===== src/rtl/sgmii_phy_init_ctrl.sv =====
`default_nettype none
// +--------------------------------------------------------------------------+
// | sgmii_phy_init_ctrl: GTX SGMII PHY bring-up and fault-recovery sequencer |
// | Revision: 1.0                                                            |
// +--------------------------------------------------------------------------+
module sgmii_phy_init_ctrl #(
  parameter int unsigned SYNC_STAGES        = 2,
  parameter int unsigned LOCK_STABLE_CYCLES = 1024,
  parameter int unsigned RESET_PULSE_CYCLES = 16,
  parameter int unsigned RESETDONE_TIMEOUT  = 50000,
  parameter int unsigned ALIGN_CYCLES       = 256,
  parameter int unsigned ELECIDLE_CYCLES    = 64
) (
  input  logic       clk_ds_i,
  input  logic       mgt_reset,
  input  logic       link_enable,
  input  logic       sgmii_pll_locked,
  input  logic       sgmii_resetdone,
  input  logic       sgmii_elecidle,
  input  logic [2:0] sgmii_rxbufstatus,
  output logic       sgmii_txreset,
  output logic       sgmii_rxreset,
  output logic       sgmii_encommaalign,
  output logic       sgmii_powerdown,
  output logic       phy_ready,
  output logic [2:0] init_state,
  output logic [7:0] retry_count,
  output logic       err_timeout
);

  localparam logic [2:0] c_idle      = 3'd0;
  localparam logic [2:0] c_wait_lock = 3'd1;
  localparam logic [2:0] c_reset     = 3'd2;
  localparam logic [2:0] c_wait_done = 3'd3;
  localparam logic [2:0] c_align     = 3'd4;
  localparam logic [2:0] c_run       = 3'd5;

  localparam logic [15:0] c_lock_last  = 16'(LOCK_STABLE_CYCLES - 1);
  localparam logic [15:0] c_pulse_last = 16'(RESET_PULSE_CYCLES - 1);
  localparam logic [15:0] c_tmo_last   = 16'(RESETDONE_TIMEOUT - 1);
  localparam logic [15:0] c_align_last = 16'(ALIGN_CYCLES - 1);
  localparam logic [15:0] c_eidle_last = 16'(ELECIDLE_CYCLES - 1);

  logic [3:0] async_in;
  logic [3:0] sync_s;
  logic       lock_s, done_s, eidle_s, buferr_s;
  logic       unused_rxbuf_bits;

  assign async_in          = {sgmii_rxbufstatus[2], sgmii_elecidle, sgmii_resetdone, sgmii_pll_locked};
  assign unused_rxbuf_bits = ^sgmii_rxbufstatus[1:0];

  generate
    for (genvar gi = 0; gi < 4; gi++) begin : g_sync
      logic [SYNC_STAGES-1:0] chain_q;
      logic [SYNC_STAGES-1:0] chain_d;

      always_comb chain_d = {chain_q[SYNC_STAGES-2:0], async_in[gi]};

      always_ff @(posedge clk_ds_i or posedge mgt_reset) begin
        if (mgt_reset) chain_q <= '0;
        else           chain_q <= chain_d;
      end

      assign sync_s[gi] = chain_q[SYNC_STAGES-1];
    end
  endgenerate

  assign lock_s   = sync_s[0];
  assign done_s   = sync_s[1];
  assign eidle_s  = sync_s[2];
  assign buferr_s = sync_s[3];

  logic [2:0]  state_q, state_d;
  logic [15:0] cnt_q, cnt_d;
  logic [7:0]  retry_q, retry_d;
  logic        err_q, err_d;
  logic        retry_inc;

  logic        txreset_q, txreset_d;
  logic        rxreset_q, rxreset_d;
  logic        align_q, align_d;
  logic        pdown_q, pdown_d;
  logic        ready_q, ready_d;
  logic [2:0]  init_state_q, init_state_d;

  always_ff @(posedge clk_ds_i or posedge mgt_reset) begin
    if (mgt_reset) begin
      state_q      <= c_idle;
      cnt_q        <= '0;
      retry_q      <= '0;
      err_q        <= 1'b0;
      txreset_q    <= 1'b1;
      rxreset_q    <= 1'b1;
      align_q      <= 1'b0;
      pdown_q      <= 1'b1;
      ready_q      <= 1'b0;
      init_state_q <= c_idle;
    end else begin
      state_q      <= state_d;
      cnt_q        <= cnt_d;
      retry_q      <= retry_d;
      err_q        <= err_d;
      txreset_q    <= txreset_d;
      rxreset_q    <= rxreset_d;
      align_q      <= align_d;
      pdown_q      <= pdown_d;
      ready_q      <= ready_d;
      init_state_q <= init_state_d;
    end
  end

  // Faults are checked ahead of the per-state progress so one transition wins.
  always_comb begin
    state_d   = state_q;
    cnt_d     = cnt_q;
    err_d     = err_q;
    retry_inc = 1'b0;

    if (!link_enable) begin
      state_d = c_idle;
    end else if (!lock_s && (state_q == c_reset || state_q == c_wait_done ||
                             state_q == c_align || state_q == c_run)) begin
      state_d   = c_wait_lock;
      retry_inc = 1'b1;
    end else if (buferr_s && (state_q == c_align || state_q == c_run)) begin
      state_d   = c_reset;
      retry_inc = 1'b1;
    end else begin
      case (state_q)
        c_idle: state_d = c_wait_lock;
        c_wait_lock: begin
          if (!lock_s)                  cnt_d   = '0;
          else if (cnt_q == c_lock_last) state_d = c_reset;
          else                          cnt_d   = cnt_q + 16'd1;
        end
        c_reset: begin
          if (cnt_q == c_pulse_last) state_d = c_wait_done;
          else                       cnt_d   = cnt_q + 16'd1;
        end
        c_wait_done: begin
          if (done_s) begin
            state_d = c_align;
          end else if (cnt_q == c_tmo_last) begin
            state_d   = c_reset;
            retry_inc = 1'b1;
            err_d     = 1'b1;
          end else begin
            cnt_d = cnt_q + 16'd1;
          end
        end
        c_align: begin
          if (eidle_s)                    cnt_d   = '0;
          else if (cnt_q == c_align_last) state_d = c_run;
          else                            cnt_d   = cnt_q + 16'd1;
        end
        c_run: begin
          if (!eidle_s)                   cnt_d   = '0;
          else if (cnt_q == c_eidle_last) state_d = c_align;
          else                            cnt_d   = cnt_q + 16'd1;
        end
        default: state_d = c_idle;
      endcase
    end

    if (state_d != state_q) cnt_d = '0;
    retry_d = (retry_inc && retry_q != 8'hFF) ? retry_q + 8'd1 : retry_q;
  end

  always_comb begin
    txreset_d    = 1'b0;
    rxreset_d    = 1'b0;
    align_d      = 1'b0;
    pdown_d      = 1'b0;
    ready_d      = 1'b0;
    init_state_d = state_q;
    case (state_q)
      c_wait_lock, c_reset: begin
        txreset_d = 1'b1;
        rxreset_d = 1'b1;
      end
      c_wait_done: ;
      c_align: align_d = 1'b1;
      c_run: begin
        align_d = 1'b1;
        ready_d = 1'b1;
      end
      default: begin
        txreset_d = 1'b1;
        rxreset_d = 1'b1;
        pdown_d   = 1'b1;
      end
    endcase
  end

  assign sgmii_txreset      = txreset_q;
  assign sgmii_rxreset      = rxreset_q;
  assign sgmii_encommaalign = align_q;
  assign sgmii_powerdown    = pdown_q;
  assign phy_ready          = ready_q;
  assign init_state         = init_state_q;
  assign retry_count        = retry_q;
  assign err_timeout        = err_q;

endmodule
`default_nettype wire


===== config.mk =====
export PLATFORM = sky130hd
export DESIGN_NAME = sgmii_phy_init_ctrl
export DESIGN_NICKNAME = d
export VERILOG_FILES = /design/src/rtl/sgmii_phy_init_ctrl.sv
export SDC_FILE = /design/constraint.sdc
export NUM_CORES = 1
export LEC_CHECK = 0
export BUFFER_PORTS_ARGS = -buffer_cell sky130_fd_sc_hd__buf_2
export CAP_MARGIN = 5
export CORE_AREA = 4 4 78 116
export CTS_BUF_LIST = sky130_fd_sc_hd__clkbuf_8
export DETAILED_ROUTE_END_ITERATION = 10
export DIE_AREA = 0 0 82 120
export GPL_ROUTABILITY_DRIVEN = 0
export SETUP_SLACK_MARGIN = 0.1
export SLEW_MARGIN = 0
export SYNTH_ARGS = -nofsm -noshare
export SYNTH_HDL_FRONTEND = slang
export SYNTH_SLANG_ARGS = --single-unit

===== constraint.sdc =====
create_clock -name clk_ds_i -period 2.71 [get_ports clk_ds_i]
set_input_delay 0 -clock clk_ds_i [delete_from_list [all_inputs] [get_ports clk_ds_i]]
set_output_delay 0 -clock clk_ds_i [all_outputs]
set_load 0.02 [all_outputs]

==> tab_implementation.tex <==
\begin{tabular}{lr}
\hline
Metric & Value \\
\hline
\multicolumn{2}{l}{\textbf{Final layout}} \\
Area of the multi-input gates & 1130 um2 \\
Fill count & 821 \\
Net count reported at finish & 292 \\
Layout overhead on the synthesized area & 26.8\% \\
Design Area, Final & 2870 um2 \\
Register cell area after layout & 1080 um2 \\
Final instance count without filler cells & 387 \\
Layout cell share with drive strength beyond 1 & 30.1\% \\
\# diodes & 0 \\
\multicolumn{2}{l}{\textbf{Timing}} \\
Number of failing hold endpoints at the final stage & 0 \\
Fmax & 0.370 GHz \\
Minimum period implied by the final worst setup slack & 2.70 ns \\
Worst Max-Slew Pin Slew & 0.435 ns \\
Share of the clock period used by the worst path & 99.6\% \\
Worst max-slew margin expressed relative to the limit & 71.0\% \\
Setup repair after global routing missed its margin & yes \\
Total count of max-transition violations in the final report & 0 \\
Final setup skew & 0.00488 ns \\
Final sum of negative setup slack & 0 ns \\
Final setup viols & 0 \\
Smallest hold slack & 0.150 ns \\
\multicolumn{2}{l}{\textbf{Clock network}} \\
Root cell of the clock tree & sky130\_fd\_sc\_hd\_\_clkbuf\_8 \\
Total clock buffers created by CTS & 5 \\
CTS H-tree lvls & 2 \\
TritonCTS clock tree & done \\
Number of sinks on the clock net & 43 \\
Clock latency of the later-clocked register in the worst-skew pair & 0.30 ns \\
Max clock buf depth & 2 \\
Clock transition at the registers of the reported paths & 0.09 ns \\
\multicolumn{2}{l}{\textbf{Power}} \\
Leakage power & 0.00119 uW \\
Cell area power density & 449 nW/um2 \\
Power share of the clock group & 40.3\% \\
Power share of the sequential group & 51.5\% \\
Portion of total power attributed to combinational logic & 8.2\% \\
Fraction of power spent switching nets & 24.3\% \\
Worst IR drop on VDD & 0.218 mV \\
Net switching power & 313 uW \\
Internal Dissipation & 974 uW \\
\multicolumn{2}{l}{\textbf{Placement}} \\
Input/output buffers & 23 \\
DP Cell Count & 372 \\
Post-detailed-placement cell area & 2660 um2 \\
DPL Wire Length & 3910 um \\
\multicolumn{2}{l}{\textbf{Global route}} \\
Pin count of the biggest net entering global routing & 35 \\
Number of antenna violations at the first check in global routing & 0 \\
Vias in the first global route & 1,980 \\
Global router's overall resource usage & 11.8\% \\
Wire length of the first global-routing pass & 9320 um \\
Global-route congestion overflow total & 0 \\
\multicolumn{2}{l}{\textbf{Logic synthesis}} \\
Yosys cell types & 46 \\
Number of enable-type register cells in the synthesized netlist & 0 \\
Mean Syn Cell Area & 9.66 um2 \\
Share of flip-flops with an asynchronous set or reset & 100\% \\
Seq cells post-synth & 43 \\
Post-synth top flop & sky130\_fd\_sc\_hd\_\_dfrtp\_1 \\
Area leader, netlist & sky130\_fd\_sc\_hd\_\_dfrtp\_1 \\
Cell with the most instances after synthesis & sky130\_fd\_sc\_hd\_\_dfrtp\_1 \\
Synthesized instance count & 234 \\
Synthesized cell area & 2260 um2 \\
Dominant cells by area after synthesis & sky130\_fd\_sc\_hd\_\_dfrtp\_1, sky130\_fd\_sc\_hd\_\_o21ai\_0, sky130\_fd\_sc\_hd\_\_a21oi\_2, sky130\_fd\_sc\_hd\_\_nor2\_1, sky130\_fd\_sc\_hd\_\_nand3\_1 \\
Count of warnings emitted by yosys & 0 \\
Area share of the largest cell type after synthesis & 45.4\% \\
Top post-synthesis cells by count & sky130\_fd\_sc\_hd\_\_dfrtp\_1, sky130\_fd\_sc\_hd\_\_nor2\_1, sky130\_fd\_sc\_hd\_\_o21ai\_0 \\
Share of synthesized area occupied by flip-flops and latches & 47.7\% \\
Total nets after synthesis & 245 \\
\multicolumn{2}{l}{\textbf{Routing}} \\
Routed Wire Length & 5310 um \\
Number of design rule violations left after detail routing & 0 \\
DR WL/cell & 13.7 um \\
Total number of vias & 1,953 \\
Detailed Routing Iterations Pass 1 & 4 \\
Detailed router's first-iteration violation count & 60 \\
Vias per inst & 5.05 \\
Antenna-violating nets left & 0 \\
\multicolumn{2}{l}{\textbf{Floorplan}} \\
Row count & 40 \\
Horizontal die dimension & 82 um \\
Die extent in y & 120 um \\
Die ar. & 9840 um2 \\
Initial Util & 28.2\% \\
Count of boundary I/O pins & 26 \\
CORE AREA & 8010 um2 \\
\multicolumn{2}{l}{\textbf{Worst setup path}} \\
Worst endpoint required time & 2.90 ns \\
Peak fanout along the critical path & 16 \\
Endpoint arrival time on the critical path & 2.89 ns \\
Critical Path Slowest Stage Cell & sky130\_fd\_sc\_hd\_\_or4\_4 \\
Launching element type of the critical path & register \\
Worst setup path startpoint & cnt\_q[11] \\
Cell-by-cell trace of the critical path & or4\_4 > or4\_4 > a211oi\_2 > a31oi\_2 > a31oi\_4 > mux2i\_4 > buf\_12 > a21oi\_1 \\
Type of the setup path with the least slack & register to register \\
Critical register-to-register path startpoint & cnt\_q[11] \\
CP max stage delay & 0.58 ns \\
Most used cell, CP & sky130\_fd\_sc\_hd\_\_or4\_4 \\
Kind of capture point of the worst setup path & register \\
\multicolumn{2}{l}{\textbf{Outcome}} \\
Result of the run & finished, final reports clean \\
\multicolumn{2}{l}{\textbf{Job}} \\
Count of maximum capacitance violations & 0 \\
\multicolumn{2}{l}{\textbf{Hold path}} \\
Type of the worst min-delay path & primary input to asynchronous set/reset pin \\
\hline
\end{tabular}
[layout make-up]
cell class              count  share of cell area (%)
well taps                 105                    4.59
clock buffers               5                    2.40
clock inverters             3                    1.66
multi-input cells         171                    39.4
inverters                   6                   0.786
repair buffers             54                    13.5
flip-flops and latches     43                    37.6
[worst paths after layout]
kind	endpoint	slack, ns	depth (start not counted)
setup / recovery	cnt_q[0]	0.01	8
hold / removal	retry_count[2]	0.15	3
setup reg to reg	cnt_q[0]	0.01	8
hold reg to reg	g_sync[0].chain_q[1]	0.35	0
max in group asynchronous	sgmii_powerdown	1.82	4
min in group clk_ds_i	g_sync[1].chain_q[0]	0.34	2
[per-stage QoR]
step	power (uW)	utilization [%]	setup slack, ns
2_1_floorplan	736	-	0.0529
6_report	1290	35.8	0.0100
5_1_grt	1340	35.8	-0.0882
3_3_place_gp	774	33.2	0.0681
3_5_place_dp	775	33.2	0.0135
4_1_cts	1310	35.6	0.0219
[flip-flops by register name, summed over array words and instances, names as in the netlist]
name / count
cnt_q: 16
sgmii_rxreset: 1
retry_count: 8
init_state: 3
sgmii_powerdown: 1
sgmii_encommaalign: 1
init_state_d: 3
err_timeout: 1
g_sync.chain_q: 8
phy_ready: 1
[layout by cell type, fill, tap and decap left out, types with 3 or more instances in the layout]
master / synthesis / final
sky130_fd_sc_hd__or4_1: 8 / 8
sky130_fd_sc_hd__nand3_1: 14 / 14
sky130_fd_sc_hd__buf_2: 2 / 23
sky130_fd_sc_hd__a31oi_1: 5 / 4
sky130_fd_sc_hd__a21oi_2: 10 / 10
sky130_fd_sc_hd__dlygate4sd3_1: 0 / 6
sky130_fd_sc_hd__nor2b_1: 6 / 6
sky130_fd_sc_hd__clkbuf_8: 0 / 5
sky130_fd_sc_hd__nand2_1: 14 / 14
sky130_fd_sc_hd__nand4_1: 9 / 9
sky130_fd_sc_hd__or3_1: 6 / 6
sky130_fd_sc_hd__dfrtp_1: 41 / 41
sky130_fd_sc_hd__nor2_1: 20 / 20
sky130_fd_sc_hd__inv_1: 6 / 5
sky130_fd_sc_hd__a21oi_1: 12 / 12
sky130_fd_sc_hd__o21ai_0: 19 / 19
sky130_fd_sc_hd__nor4_1: 4 / 3
sky130_fd_sc_hd__xnor2_1: 5 / 5
sky130_fd_sc_hd__xor2_1: 3 / 3
sky130_fd_sc_hd__buf_4: 1 / 23
[critical path: cells and delay by family (launching register included)]
kind                   cells  cell delay (ns)
AND/OR/NAND/NOR            2             1.11
flip-flops                 1             0.39
AO/OA/AOI/OAI              4             0.60
buffers and inverters      1             0.18
multiplexers               1             0.28
[timing repair]
item / CTS / global route
pin swaps: 1 / 0
hold buffers: 6 / 0
resized for setup: 1 / 2
setup buffers: 1 / 0
endpoints found under the hold margin: 14 / 0
setup endpoints to repair: 17 / 18
[metal layers]
| layer | global-route usage (%) | vias to the layer above | wire (um) |
|---|---|---|---|
| li1 | - | 949 | - |
| met1 | 13.0 | 946 | 2100 |
| met2 | 21.8 | 48 | 2870 |
| met3 | 1.80 | 10 | 221 |
| met4 | 4.78 | 0 | 110 |
| met5 | 0 | - | 0 |
[cell families after synthesis]
logic type	Yosys count	synth area share, %
simple gates	100	25.3
compound gates	59	17.7
flops	43	47.7
buf+inv	20	3.93
xor+xnor	8	3.10
mux	2	1.11
fa+ha+maj	2	1.11
[power groups by stage]
stage               Clock [uW]  Sequential (uW)  Combinational (uW)
floorplan                    0              673                62.7
global placement             0              675                98.4
detailed placement           0              676                98.7
CTS                        540              663                 107
global route               556              665                 117
finish                     518              663                 106
No activity file was read; power rests on OpenSTA's default activity.
